--- src/rtl/register_writeback.sv ---
// Write-back stage: arbitrates execute/load results into a small FIFO that drains
// one entry per cycle onto a registered register-file write port, with pending-write forwarding.
module register_writeback #(
  parameter int unsigned DEPTH = 4
) (
  input  logic                     clk,
  input  logic                     rst,
  input  logic                     ex_valid,
  input  logic [4:0]               ex_waddr,
  input  logic [31:0]              ex_wdata,
  output logic                     ex_ready,
  input  logic                     ld_valid,
  input  logic [4:0]               ld_waddr,
  input  logic [31:0]              ld_wdata,
  output logic                     ld_ready,
  output logic                     wren,
  output logic [4:0]               waddr,
  output logic [31:0]              wdata,
  input  logic [4:0]               fwd_raddr,
  output logic                     fwd_hit,
  output logic [31:0]              fwd_data,
  output logic [$clog2(DEPTH):0]   count
);

  localparam int unsigned PW = $clog2(DEPTH);
  localparam int unsigned CW = PW + 1;

  typedef struct packed {
    logic [4:0]  addr;
    logic [31:0] data;
  } entry_t;

  entry_t          mem_q [DEPTH];
  logic [PW-1:0]   wr_ptr_q, wr_ptr_d;
  logic [PW-1:0]   rd_ptr_q, rd_ptr_d;
  logic [CW-1:0]   count_q, count_d;
  logic            wren_q, wren_d;
  logic [4:0]      waddr_q, waddr_d;
  logic [31:0]     wdata_q, wdata_d;

  logic            deq_c, space_c, ld_acc_c, ex_acc_c, enq_c;
  entry_t          in_entry_c;

  // Head drains every cycle, so a full queue still has room for this cycle's request.
  assign deq_c    = (count_q != '0);
  assign space_c  = (count_q < CW'(DEPTH)) || ((count_q == CW'(DEPTH)) && deq_c);
  assign ld_ready = space_c;
  assign ex_ready = space_c & ~ld_valid;

  assign ld_acc_c   = ld_valid & space_c;
  assign ex_acc_c   = ex_valid & ex_ready;
  assign in_entry_c = ld_acc_c ? entry_t'{addr: ld_waddr, data: ld_wdata}
                               : entry_t'{addr: ex_waddr, data: ex_wdata};
  // Writes to x0 complete the handshake but are dropped here.
  assign enq_c      = (ld_acc_c | ex_acc_c) && (in_entry_c.addr != 5'd0);

  always_comb begin
    wr_ptr_d = wr_ptr_q;
    rd_ptr_d = rd_ptr_q;
    wren_d   = 1'b0;
    waddr_d  = waddr_q;
    wdata_d  = wdata_q;
    if (deq_c) begin
      wren_d   = 1'b1;
      waddr_d  = mem_q[rd_ptr_q].addr;
      wdata_d  = mem_q[rd_ptr_q].data;
      rd_ptr_d = rd_ptr_q + PW'(1);
    end
    if (enq_c) begin
      wr_ptr_d = wr_ptr_q + PW'(1);
    end
    count_d = count_q + CW'(enq_c) - CW'(deq_c);
  end

  always_ff @(posedge clk or negedge rst) begin
    if (!rst) begin
      wr_ptr_q <= '0;
      rd_ptr_q <= '0;
      count_q  <= '0;
      wren_q   <= 1'b0;
      waddr_q  <= '0;
      wdata_q  <= '0;
    end else begin
      wr_ptr_q <= wr_ptr_d;
      rd_ptr_q <= rd_ptr_d;
      count_q  <= count_d;
      wren_q   <= wren_d;
      waddr_q  <= waddr_d;
      wdata_q  <= wdata_d;
    end
  end

  always_ff @(posedge clk) begin
    if (enq_c) begin
      mem_q[wr_ptr_q] <= in_entry_c;
    end
  end

  // Output register is oldest; later queue matches (walked oldest to youngest) override it.
  always_comb begin
    logic [PW-1:0] idx;
    idx      = '0;
    fwd_hit  = 1'b0;
    fwd_data = '0;
    if (fwd_raddr != 5'd0) begin
      if (wren_q && (waddr_q == fwd_raddr)) begin
        fwd_hit  = 1'b1;
        fwd_data = wdata_q;
      end
      for (int unsigned i = 0; i < DEPTH; i++) begin
        idx = rd_ptr_q + PW'(i);
        if ((CW'(i) < count_q) && (mem_q[idx].addr == fwd_raddr)) begin
          fwd_hit  = 1'b1;
          fwd_data = mem_q[idx].data;
        end
      end
    end
  end

  assign wren  = wren_q;
  assign waddr = waddr_q;
  assign wdata = wdata_q;
  assign count = count_q;

endmodule
--- config.mk ---
export PLATFORM = sky130hd
export DESIGN_NAME = register_writeback
export DESIGN_NICKNAME = d
export VERILOG_FILES = /design/src/rtl/register_writeback.sv
export SDC_FILE = /design/constraint.sdc
export NUM_CORES = 1
export LEC_CHECK = 0
export ABC_CLOCK_PERIOD_IN_PS = 10300
export CORE_ASPECT_RATIO = 0.7
export CORE_MARGIN = 1.5
export CORE_UTILIZATION = 61
export DETAILED_ROUTE_END_ITERATION = 8
export PLACE_DENSITY_LB_ADDON = 0.2
export SLEW_MARGIN = 20
export SYNTH_ARGS = -nofsm -noshare
export SYNTH_HDL_FRONTEND = slang
export SYNTH_SLANG_ARGS = --single-unit
--- constraint.sdc ---
create_clock -name clk -period 10.3 [get_ports clk]
set_input_delay 1.545 -clock clk [delete_from_list [all_inputs] [get_ports clk]]
set_output_delay 1.545 -clock clk [all_outputs]
set_load 0.02 [all_outputs]
==> results by group <==
Layout
  – Final Core Density: 0.742
  – Commonest non-fill, non-tap cell in the layout: clkdlybuf4s50_1
  – Finished Layout Cells: roughly 1.4k
  – Diodes inserted: 0
  – Post-route cell area: 14100 um^2
  – Layout cell share with drive strength beyond 1: 0.189
  – Most frequent cells in the layout: clkdlybuf4s50_1 (157), edfxtp_1 (148), mux2_2 (101)
  – # fillers: approximately 1.3k
  – Fin nets: around 1.2k
  – Layout area overhead: 19.0%

Drt
  – Initial drt markers: between 1k and 1.5k
  – Post-route ant nets: 0
  – DR vias: ~9.2k
  – Drt pass-1 iters: 5
  – Detailed-route vias per instance: approximately 6.5
  – DRC Markers: 0
  – Final wirelength: 31200 um
  – Wire per inst: approximately 22 um

Yosys
  – Top cells by area, synth: edfxtp_1 (38%), mux2_2 (9.6%), dfrtp_1 (9.5%)
  – Yosys warns: 0
  – Number of synthesized register bits: approximately 190
  – Net Count, Synth: 1120
  – Post-synthesis sequential area ratio: 0.471
  – Main flop type after synthesis: edfxtp_1
  – Synthesized area: around 12000 um^2
  – Post-Syn Instances: 1028
  – Post-synth EDFFs: about 150
  – Yosys top cell by area: edfxtp_1
  – Yosys cell types: 50
  – Avg Cell Area, Syn: roughly 12 um^2
  – Async S/R FF share, synth: 0.233
  – Synth top area share: 0.376

Placement
  – Port Buffers: 158
  – Post-Place Cells: between 1k and 1.5k
  – Final HPWL DP: 18400 um
  – DP Area: 13500 um^2
  – Routability cong.: between 0.8 and 0.9
  – Dpl ws: approximately 3.1 ns

Global routing
  – Initial antenna violation count: 0
  – Gr usage total: 0.320
  – Largest net degree at the start of global routing: 87
  – Grt ovf: 0
  – Vias in the first global route: ~9k
  – First-pass GRT wire length: a little under 50000 um

Timing
  – Fin crit share: 0.705
  – Post-route setup TNS: 0 ns
  – Final setup viols: 0
  – Worst Clk Skew: roughly 0.012 ns
  – Max Slew Vio Count: 0
  – Slew HR: 0.259
  – Hold slack: just over 0.5 ns
  – Final Hold Viols: 0
  – Least-Margin Pin Slew: 1.11 ns
  – Fmax: between 100 and 150 MHz
  – Post-layout min period: 7.26 ns
  – Fin worst setup slack: approximately 3 ns
  – Unrepaired setup endpoints after global routing: no

Die
  – Initial Util: 0.624
  – Std-Cell Rows: 42
  – Core Area: approximately 19000 um^2
  – Die width: around 170 um
  – Top Ports: 159
  – Die footprint: just over 20000 um^2
  – Die height: between 100 and 150 um

CTS
  – Number of buffers created by CTS: 17
  – CTS Hold Bufs: 0
  – CTS tree: yes
  – Setup bufs post-CTS: 0
  – Sink Count: 193
  – CTS-repair resized insts: 0
  – CTS Buffer Depth: 2
  – Root Buffer: clkbuf_16
  – H-tree depth: 4
  – Clock Latency Late Sink: roughly 0.43 ns
  – Worst-path clk slew: 0.07 ns

Power
  – Design Power: 4.50 mW
  – PwrDens: approximately 320 nW/um^2
  – Pleak: around 5.2 nW
  – Worst VDD drop: around 0.16 mV

Worst setup path
  – Worst r2r dst: count[1]
  – Worst-path cell chain: clkdlybuf4s50_1 > xnor2_1 > nor3_1 > o21a_1 > a21o_1 > buf_4 > a211oi_1 > a211oi_2 > clkdlybuf4s50_1
  – Critical path's most frequent cell: clkdlybuf4s50_1
  – Startpoint type of the worst setup path: primary input
  – Slowest library cell on the worst path: o21a_1
  – WP data arrival: 5.72 ns
  – CP Class: in2out
  – Reg-to-Reg Start: count[1]
  – R2R depth: 9
  – Crit path max-delay family: buffers and inverters
  – CP bufs+invs: 3
  – Worst reg2reg setup slack: 6.07 ns
  – Worst Path Required: 8.76 ns
  – CP Max Fanout: 24
  – Crit-path max cell delay: roughly 0.80 ns
  – Crit end category: output pin

Flow run
  – Max cap viols: 0

Worst hold path
  – Worst hold start: wdata[16]
  – Hold path cells: 2
  – HP Class: reg2reg
  – WHS Endpoint: wdata[16]

Run status
  – Status: finished, final reports clean
## metal layers
layer / vias up / GRT usage / part of all wire
met5: - / 0 / 0
met4: 0 / 0.102 / 0.014
met3: 38 / 0.0683 / 0.099
met2: 562 / 0.495 / 0.46
met1: 4419 / 0.453 / 0.43
li1: 4141 / - / -
## cell usage after synthesis, types with 8 or more instances
library cell,number
edfxtp_1,148
xnor2_1,17
nor2_1,57
mux2_2,101
inv_1,12
o22ai_1,16
nand3_1,19
o221ai_1,16
xor2_1,15
a31oi_1,17
a211oi_2,41
ha_1,8
a22o_1,16
clkbuf_1,64
nand2_1,94
a32oi_1,16
a211o_1,32
buf_2,17
mux4_2,10
mux2i_1,92
dfrtp_1,45
a21oi_1,34
o211ai_1,16
o21ai_0,63
## registers in the layout (all words and copies together) (netlist names)
signal,flops
mem_q,148
count,3
wren,1
waddr,5
wr_ptr_q,2
rd_ptr_q,2
wdata,32
## cells by family after synthesis
| family | count (synthesis) | share of synthesized area |
|---|---|---|
| xor+xnor | 32 | 0.0237 |
| mux | 210 | 0.203 |
| fa+ha+maj | 9 | 0.0102 |
| buf+inv | 109 | 0.0411 |
| compound gates | 284 | 0.183 |
| flops | 193 | 0.471 |
| simple gates | 191 | 0.0682 |
## where the power goes
group	internal, mW	switching (mW)	total, mW
combinational	1.05	1.32	2.37
clock	0.383	0.295	0.679
sequential	1.16	0.294	1.45
## area by class of cell
type / instances / area (um^2) / share of cell area
sequential: 193 / 5580 / 0.396
timing repair buffer: 173 / 1690 / 0.120
multi-input combinational: 726 / 5840 / 0.415
clock buffer: 19 / 433 / 0.0307
tap: 264 / 330 / 0.0235
inverter: 13 / 48.8 / 0.00346
clock inverter: 13 / 161 / 0.0115
## worst register-to-register path, delay by kind of cell, from the launching register on
kind	cells	cell delay, ns
buffers and inverters	1	0.06
AO/OA/AOI/OAI	2	0.82
flip-flops	1	0.45
multiplexers	1	0.67
adder cells (fa/ha/maj)	3	0.94
AND/OR/NAND/NOR	2	1.19
## worst max path at each step
stage	start	endpoint	slack [ns]	cells after the start
after floorplan	fwd_raddr[1]	fwd_data[22]	5.04	10
after global placement	fwd_raddr[1]	fwd_data[1]	3.13	9
after detailed placement	fwd_raddr[0]	fwd_data[1]	3.09	8
after CTS	fwd_raddr[0]	fwd_data[9]	3.03	8
after global routing	rd_ptr_q[1]	fwd_data[9]	2.77	10
final	fwd_raddr[0]	fwd_data[7]	3.04	9
Note: power is estimated with default switching activity, not from simulation.
